===== config.mk =====
export PLATFORM = sky130hd
export DESIGN_NAME = mul_arbiter
export DESIGN_NICKNAME = d
export VERILOG_FILES = /design/src/rtl/mul_arbiter.sv
export SDC_FILE = /design/constraint.sdc
export NUM_CORES = 1
export LEC_CHECK = 0
export ABC_AREA = 1
export BUFFER_PORTS_ARGS = -buffer_cell sky130_fd_sc_hd__buf_2
export CAP_MARGIN = 20
export CORE_AREA = 3 3 252 254
export CTS_BUF_LIST = sky130_fd_sc_hd__clkbuf_8
export CTS_CLUSTER_SIZE = 28
export DETAILED_ROUTE_END_ITERATION = 16
export DIE_AREA = 0 0 255 257
export RECOVER_POWER = 100
export SLEW_MARGIN = 15
export SYNTH_ARGS = -nofsm -noshare
export SYNTH_HDL_FRONTEND = slang
export SYNTH_SLANG_ARGS = --single-unit

===== constraint.sdc =====
create_clock -name clk -period 2.15 [get_ports clk]
set_input_delay 0.43 -clock clk [delete_from_list [all_inputs] [get_ports clk]]
set_output_delay 0.43 -clock clk [all_outputs]
set_load 0.01 [all_outputs]

===== src/rtl/mul_arbiter.sv =====
// mul_arbiter: shares one sequential 64x64 multiplier core between two
// requesters. Round-robin arbitration between simultaneous requests, operand
// latching at grant, op_clear/op_start/op_done sequencing toward the core and
// a one-cycle done pulse with a registered product back to the winner.
// Optional build macro: MUL_ARB_FIXED_PRI_EN (port 0 always wins ties; the
// last-grant register is removed).
module mul_arbiter #(
    parameter int DATA_W = 64,
    parameter int RES_W  = 128
) (
    input  logic              clk,
    input  logic              reset_n,
    input  logic              req0,
    input  logic [DATA_W-1:0] a0,
    input  logic [DATA_W-1:0] b0,
    input  logic              req1,
    input  logic [DATA_W-1:0] a1,
    input  logic [DATA_W-1:0] b1,
    output logic              gnt0,
    output logic              gnt1,
    output logic              done0,
    output logic              done1,
    output logic [RES_W-1:0]  result,
    output logic              busy,
    output logic              m_op_start,
    output logic              m_op_clear,
    output logic [DATA_W-1:0] m_multiplier,
    output logic [DATA_W-1:0] m_multiplicand,
    input  logic              m_op_done,
    input  logic [RES_W-1:0]  m_result
);

    typedef enum logic [1:0] {
        IDLE  = 2'b00,
        CLEAR = 2'b01,
        RUN   = 2'b10,
        RESP  = 2'b11
    } state_t;

    state_t              r_state;
    state_t              w_state_nxt;
    logic                r_gnt0;
    logic                r_gnt1;
    logic [RES_W-1:0]    r_result;
    logic [DATA_W-1:0]   r_opa;
    logic [DATA_W-1:0]   r_opb;
`ifndef MUL_ARB_FIXED_PRI_EN
    logic                r_last_gnt;
`endif

    logic                w_grant0;
    logic                w_grant1;
    logic                w_capture;
    logic                w_op_clear;
    logic                w_op_start;
    logic                w_done0;
    logic                w_done1;

    // State register
    always_ff @(posedge clk or negedge reset_n) begin
        if (!reset_n) begin
            r_state <= IDLE;
        end else begin
            r_state <= w_state_nxt;
        end
    end

    // Next-state, arbitration decision and core handshake strobes
    always_comb begin
        w_state_nxt = r_state;
        w_grant0    = 1'b0;
        w_grant1    = 1'b0;
        w_capture   = 1'b0;
        w_op_clear  = 1'b0;
        w_op_start  = 1'b0;
        w_done0     = 1'b0;
        w_done1     = 1'b0;
        case (r_state)
            IDLE: begin
                if (req0 && req1) begin
`ifdef MUL_ARB_FIXED_PRI_EN
                    w_grant0 = 1'b1;
`else
                    if (r_last_gnt) begin
                        w_grant0 = 1'b1;
                    end else begin
                        w_grant1 = 1'b1;
                    end
`endif
                end else if (req0) begin
                    w_grant0 = 1'b1;
                end else if (req1) begin
                    w_grant1 = 1'b1;
                end
                if (w_grant0 || w_grant1) begin
                    w_state_nxt = CLEAR;
                end
            end
            CLEAR: begin
                w_op_clear  = 1'b1;
                w_state_nxt = RUN;
            end
            RUN: begin
                w_op_start = 1'b1;
                if (m_op_done) begin
                    w_capture   = 1'b1;
                    w_state_nxt = RESP;
                end
            end
            RESP: begin
                w_done0     = r_gnt0;
                w_done1     = r_gnt1;
                w_state_nxt = IDLE;
            end
            default: begin
                w_state_nxt = IDLE;
            end
        endcase
    end

    // Grant flags and operand latch: set at grant, grants cleared leaving RESP
    always_ff @(posedge clk or negedge reset_n) begin
        if (!reset_n) begin
            r_gnt0 <= 1'b0;
            r_gnt1 <= 1'b0;
            r_opa  <= '0;
            r_opb  <= '0;
        end else if (w_grant0) begin
            r_gnt0 <= 1'b1;
            r_gnt1 <= 1'b0;
            r_opa  <= a0;
            r_opb  <= b0;
        end else if (w_grant1) begin
            r_gnt0 <= 1'b0;
            r_gnt1 <= 1'b1;
            r_opa  <= a1;
            r_opb  <= b1;
        end else if (r_state == RESP) begin
            r_gnt0 <= 1'b0;
            r_gnt1 <= 1'b0;
        end
    end

`ifndef MUL_ARB_FIXED_PRI_EN
    // Remember the most recent winner; reset to 1 so port 0 wins the first tie
    always_ff @(posedge clk or negedge reset_n) begin
        if (!reset_n) begin
            r_last_gnt <= 1'b1;
        end else if (w_grant0) begin
            r_last_gnt <= 1'b0;
        end else if (w_grant1) begin
            r_last_gnt <= 1'b1;
        end
    end
`endif

    // Product register: captured on the op_done cycle, held until next capture
    always_ff @(posedge clk or negedge reset_n) begin
        if (!reset_n) begin
            r_result <= '0;
        end else if (w_capture) begin
            r_result <= m_result;
        end
    end

    assign gnt0           = r_gnt0;
    assign gnt1           = r_gnt1;
    assign done0          = w_done0;
    assign done1          = w_done1;
    assign result         = r_result;
    assign busy           = (r_state != IDLE);
    assign m_op_clear     = w_op_clear;
    assign m_op_start     = w_op_start;
    assign m_multiplier   = r_opa;
    assign m_multiplicand = r_opb;

endmodule

==> results of run 1 <==
-- synthesized netlist by cell type --
| library cell | instances |
|---|---|
| nand2_1 | 657 |
| nand3_1 | 387 |
| inv_1 | 265 |
| dfrtp_1 | 260 |
| buf_2 | 85 |
| clkbuf_1 | 16 |
| buf_1 | 6 |
| ha_1 | 5 |
| buf_4 | 3 |
| buf_6 | 2 |
| inv_2 | 2 |
| nor2_1 | 2 |
| o21ai_0 | 2 |
| dfstp_2 | 1 |
| nand2_2 | 1 |
-- repair_timing --
action                                 in CTS  in global routing
pin swaps                                   1                  0
setup endpoints to repair                   1                  2
endpoints found under the hold margin     141                  0
buffers inserted                            2                  0
hold buffers                               69                  0
resized for setup                           0                  2
-- state kept, by name, summed over array words and instances, names as in the netlist --
signal and flops:
gnt0 1, gnt1 1, m_multiplicand 64, m_multiplier 64
r_last_gnt 1, r_state 2, result 128
-- tightest hold or removal path, cell delays in order --
cell and delay (ps):
buf_2 80, nand3_1 70, nand2_1 60
-- worst paths after layout --
path / from / end / slack [ps] / cells past startpoint
setup / recovery: r_state[1]$_DFFE_PN0P_ / busy / 150 / 4
hold / removal: m_result[4] / result[4]$_DFFE_PN0P_ / 70 / 3
setup reg to reg: r_state[0]$_DFFE_PN0P_ / result[117]$_DFFE_PN0P_ / 170 / 7
hold reg to reg: result[122]$_DFFE_PN0P_ / result[122]$_DFFE_PN0P_ / 470 / 2
max in group asynchronous: reset_n / m_multiplicand[38]$_DFFE_PN0P_ / 220 / 4
min in group asynchronous: reset_n / result[88]$_DFFE_PN0P_ / 510 / 2
-- area by class of cell --
cell class / instances / area (um2)
multi-input combinational: 1054 / 4520
timing repair buffer: 776 / 4230
sequential: 261 / 6530
clock buffer: 58 / 798
tap: 790 / 988
antenna: 3 / 7.51
fill: 6747 / 43300
inverter: 267 / 1010
clock inverter: 23 / 134
-- layer usage --
metal,track usage,up-vias,share of wire
li1,-,6587,-
met1,0.168,6201,0.40
met2,0.241,604,0.48
met3,0.0436,85,0.089
met4,0.0474,6,0.029
met5,0,-,0.00096
-- layout by cell type, fill, tap and decap left out, types with 3 or more instances in the layout --
| cell type | n |
|---|---|
| buf_12 | 15 |
| buf_2 | 386 |
| buf_4 | 28 |
| buf_6 | 3 |
| clkbuf_1 | 262 |
| clkbuf_2 | 9 |
| clkbuf_4 | 4 |
| clkbuf_8 | 58 |
| dfrtp_1 | 260 |
| diode_2 | 3 |
| dlygate4sd3_1 | 69 |
| ha_1 | 3 |
| inv_1 | 282 |
| nand2_1 | 655 |
| nand3_1 | 387 |
-- power by group --
group          switching [uW]  total [uW]  leakage [uW]  internal [uW]
clock                    2170        4720      0.000548           2550
combinational            6910       10400       0.00670           3540
sequential               1380        8670       0.00324           7300
total                   10500       23800        0.0105          13400
-- metrics by stage --
step,setup slack [ps],std cells,hold WS (ps),power (uW),util
floorplan,653,1694,134,14500,-
global placement,225,3077,327,19600,0.276
detailed placement,157,3077,329,19800,0.276
CTS,30.8,3229,0.0546,24800,0.303
global route,12.1,3230,13.7,25800,0.296
finish,151,3232,68.3,23800,0.296
-- logic make-up after synthesis --
family	share of synthesized area
AO/OA/AOI/OAI	0.000796
adder cells (fa/ha/maj)	0.00497
buffers and inverters	0.124
flip-flops	0.519
AND/OR/NAND/NOR	0.351
==> key figures, run 1 <==
Die
  • I/O Pins: roughly 650
  • # rows: 91
  • Die W: 255 um
  • Die area: about 0.066 mm2
  • Die H: 257 um
  • Initial Util: 0.205
  • Core Box Area: 0.0615 mm2

Clock tree
  • CTS H-tree depth: 2
  • Clock buffer depth: 3
  • Clock root cell: clkbuf_8
  • Clock Latency Late Sink: ~600 ps
  • Clock-pin slew on the worst setup and hold paths: around 60 ps
  • TritonCTS clock tree: yes
  • CTS Sinks: 261
  • TritonCTS buffer count: 46

Critical path
  • Critical-path cell list: inv_1, ha_2, inv_1, clkbuf_2
  • Critical path's top delay family: flip-flops
  • Critical path buffers and inverters: 3
  • CP dominant cell by count: inv_1
  • CP required: 1720 ps
  • Worst EP arrival: between 1500 and 2000 ps
  • CP max stage delay: around 430 ps
  • Crit path capture type: primary output
  • CP Max Fanout: 4
  • Startpoint type of the worst setup path: flop
  • Slowest cell on crit path: dfrtp_1
  • Crit Path Category: reg2out

Finish
  • Design area: 0.0182 mm2
  • Fin nets: 2,800
  • Syn-to-layout area delta: 44.8%
  • Share of layout cells above drive strength 1: 0.212

Timing
  • Least-Margin Pin Slew: 951 ps
  • Clock skew: 24.2 ps
  • Max-slew violation count: 0
  • Period utilization: 0.930
  • Tmin final: between 1500 and 2000 ps
  • RSZ-0062 raised after global routing: no
  • # setup viols final: 0
  • Fin Setup TNS: 0 ps
  • Rel. slew slack: 0.366
  • Final Hold Viols: 0
  • Max Freq: ~500 MHz

Route
  • Vias: 13,500
  • DR WL/cell: 15.1 um
  • Vias/cell: around 4.2
  • Routed WL: 48.9 mm
  • Initial DRC count: 847
  • Drt pass-1 iters: 5
  • # DRC: 0
  • Antenna-violating nets left: 0

Pwr
  • Static Leak: 0.0105 uW
  • Maximum VDD drop: 0.821 mV
  • Pwr per Cell Area: 1310 mW/mm2

Synth
  • Seq/Total Area, Yosys: 0.519
  • Synth top area share: 0.517
  • Mapped Nets: 2,088
  • Synth Warn #: 0
  • Top post-synthesis cells by area: dfrtp_1, nand2_1, nand3_1
  • Cell variety after synth: 15
  • FF+latch count, synth: 261
  • Synthesized cell area: ~0.013 mm2
  • Area leader, netlist: dfrtp_1
  • Avg Inst Size Synth: 7.42 um2
  • Synthesized instance count: 1,694

Place
  • DP HPWL: 35.5 mm
  • Gpl congestion: 0.810
  • IO buf count: 651
  • Placed inst area: 0.0170 mm2

Status
  • Status: complete, no violations

GRT
  • Gr ovfl total: 0
  • Vias in the first global route: ~13,000
  • Initial antenna violation count: 7
  • GR Util All Layers: 0.141
  • Largest net degree at the start of global routing: 90
  • Global-route wire length before repair: 73.2 mm

Min path
  • Worst Hold Class: in2reg

Run
  • Max-cap violations: 0
Power figures use the tool's default switching activity.
==> run 2: changes to the inputs <==
==> constraint.sdc (replaced) <==
create_clock -name clk -period 2.15 [get_ports clk]
set_input_delay 0.43 -clock clk [delete_from_list [all_inputs] [get_ports clk]]
set_output_delay 0.43 -clock clk [all_outputs]
set_load 0.005 [all_outputs]
==> key figures, run 2 (synthesis results as in run 1) <==
Status
  • Status: complete, no violations

Timing
  • RSZ-0062 raised after global routing: no
  • Tmin final: 1990 ps
  • Clock skew: approximately 24 ps
  • Setup ws final: around 160 ps
  • Fin Setup TNS: 0 ps
  • Max Freq: a little over 500 MHz
  • # setup viols final: 0
  • Least-Margin Pin Slew: around 940 ps
  • Period utilization: 0.924
  • Rel. slew slack: 0.370
  • Max-slew violation count: 0
  • Final Hold Viols: 0

Pwr
  • Pwr per Cell Area: between 1000 and 1500 mW/mm2
  • Combinational Power Share: 0.419
  • Clock network power share: 0.205
  • Static Leak: 0.0107 uW
  • Pint: 13,500 uW
  • Sw power: between 9000 and 10,000 uW
  • Sw frac: 0.415
  • Sequential Power Share: 0.376
  • Maximum VDD drop: about 0.78 mV

Clock tree
  • Clock buffer depth: 3
  • Clock Latency Late Sink: about 600 ps
  • TritonCTS clock tree: yes
  • TritonCTS buffer count: 46
  • Clock root cell: clkbuf_8
  • CTS Sinks: 261
  • CTS H-tree depth: 2
  • Clock-pin slew on the worst setup and hold paths: 60 ps

Finish
  • Max FFs per register: 128
  • Design area: 0.0183 mm2
  • Layout fillers: 6,719
  • Most frequent cells in the layout: nand2_1, buf_2, nand3_1
  • Fin cells: 3,232
  • Share of layout cells above drive strength 1: 0.235
  • Most common cell after layout, fill and taps aside: nand2_1
  • Final Util: 0.297
  • Fin nets: 2,800
  • Syn-to-layout area delta: 45.2%

Critical path
  • Crit. Startpoint: r_state[0]$_DFFE_PN0P_
  • CP dominant cell by count: nand2_1
  • Reg2reg start: r_state[0]$_DFFE_PN0P_
  • Crit path capture type: flop
  • Critical-path cell list: inv_2, ha_4, clkbuf_2, nand2_1, clkbuf_4, nand2_1, nand2_1
  • CP required: 2640 ps
  • Critical path buffers and inverters: 3
  • Crit Path Category: reg2reg
  • CP max stage delay: about 420 ps
  • Critical path's top delay family: buffers and inverters
  • CP Max Fanout: 39
  • Worst EP arrival: 2480 ps
  • Slowest cell on crit path: dfrtp_1
  • Startpoint type of the worst setup path: flop

GRT
  • Vias in the first global route: 13,100
  • Largest net degree at the start of global routing: 90
  • Gr ovfl total: 0
  • Global-route wire length before repair: 73.2 mm
  • Initial antenna violation count: 7
  • GR Util All Layers: 0.141

Route
  • Vias: 13,500
  • Initial DRC count: 838
  • Drt pass-1 iters: 5
  • DR WL/cell: 15.1 um
  • Antenna-violating nets left: 0
  • Vias/cell: 4.17
  • # DRC: 0
  • Routed WL: roughly 49 mm

Place
  • DP HPWL: 35.5 mm
  • Gpl congestion: 0.810
  • IO buf count: 651
  • Placed insts: 3,077
  • Placed inst area: 0.0170 mm2
  • DP Worst Slack: 157 ps

Die
  • Initial Util: 0.205
  • Die H: 257 um
  • # rows: 91
  • I/O Pins: 652
  • Core Box Area: between 0.06 and 0.07 mm2
  • Die area: between 0.06 and 0.07 mm2
  • Die W: roughly 260 um

Min path
  • Worst Hold Launch: m_result[4]
  • Worst Hold Class: in2reg

Run
  • Max-cap violations: 0
## run 2: changes by cell type in the layout (fill, tap and decap cells not counted), sizes merged
cell,previous run,this run
buf,432,489
clkbuf,333,276
## run 2: routing by layer
layer  part of all wire  GRT usage  vias up
li1                   -          -     6588
met1               0.40      0.168     6181
met2               0.48      0.241      623
met3              0.093     0.0436       87
met4              0.029     0.0474        6
met5            0.00096          0        -
## run 2: through the flow
step           total power (uW)  hold WS [ps]
6_report                  23000          68.5
5_1_grt                   25000          13.7
4_1_cts                   23900        0.0546
3_5_place_dp              18800           329
3_3_place_gp              18700           327
2_1_floorplan             13600           134
## run 2: power groups by stage
stage / logic [uW] / registers, uW / clock network [uW]
floorplan: 4880 / 8730 / 0
global placement: 10100 / 8610 / 0
detailed placement: 10200 / 8580 / 0
CTS: 10400 / 8580 / 4920
global route: 10900 / 8920 / 5150
finish: 9630 / 8660 / 4720
## run 2: layout make-up
cell class,instances,area (um2),share of cell area
Antenna cell,3,7.51,0.000411
Inverter,267,1010,0.0551
Tap cell,790,988,0.0541
Sequential cell,261,6530,0.358
Clock buffer,58,798,0.0437
Timing Repair Buffer,776,4270,0.234
Clock inverter,23,134,0.00733
Multi-Input combinational cell,1054,4520,0.248
## run 2: repair_timing
action	4_1_cts	5_1_grt
buffers inserted	2	0
pin swaps	1	0
gates resized for setup	0	2
setup endpoints to repair	1	2
endpoints found under the hold margin	141	0
hold buffers	69	0
## run 2: worst register-to-register path, stage by stage (launching register included)
cell,delay [ps]
dfrtp_1,420
inv_2,110
ha_4,170
clkbuf_2,370
nand2_1,200
clkbuf_4,380
nand2_1,170
nand2_1,60
## run 2: worst paths after layout
path	end	slack [ps]	depth (start not counted)
setup / recovery	result[117]$_DFFE_PN0P_	160	7
hold / removal	result[4]$_DFFE_PN0P_	70	3
setup reg to reg	result[117]$_DFFE_PN0P_	160	7
hold reg to reg	result[73]$_DFFE_PN0P_	470	2
max in group asynchronous	m_multiplicand[38]$_DFFE_PN0P_	220	4
min in group asynchronous	result[88]$_DFFE_PN0P_	510	2
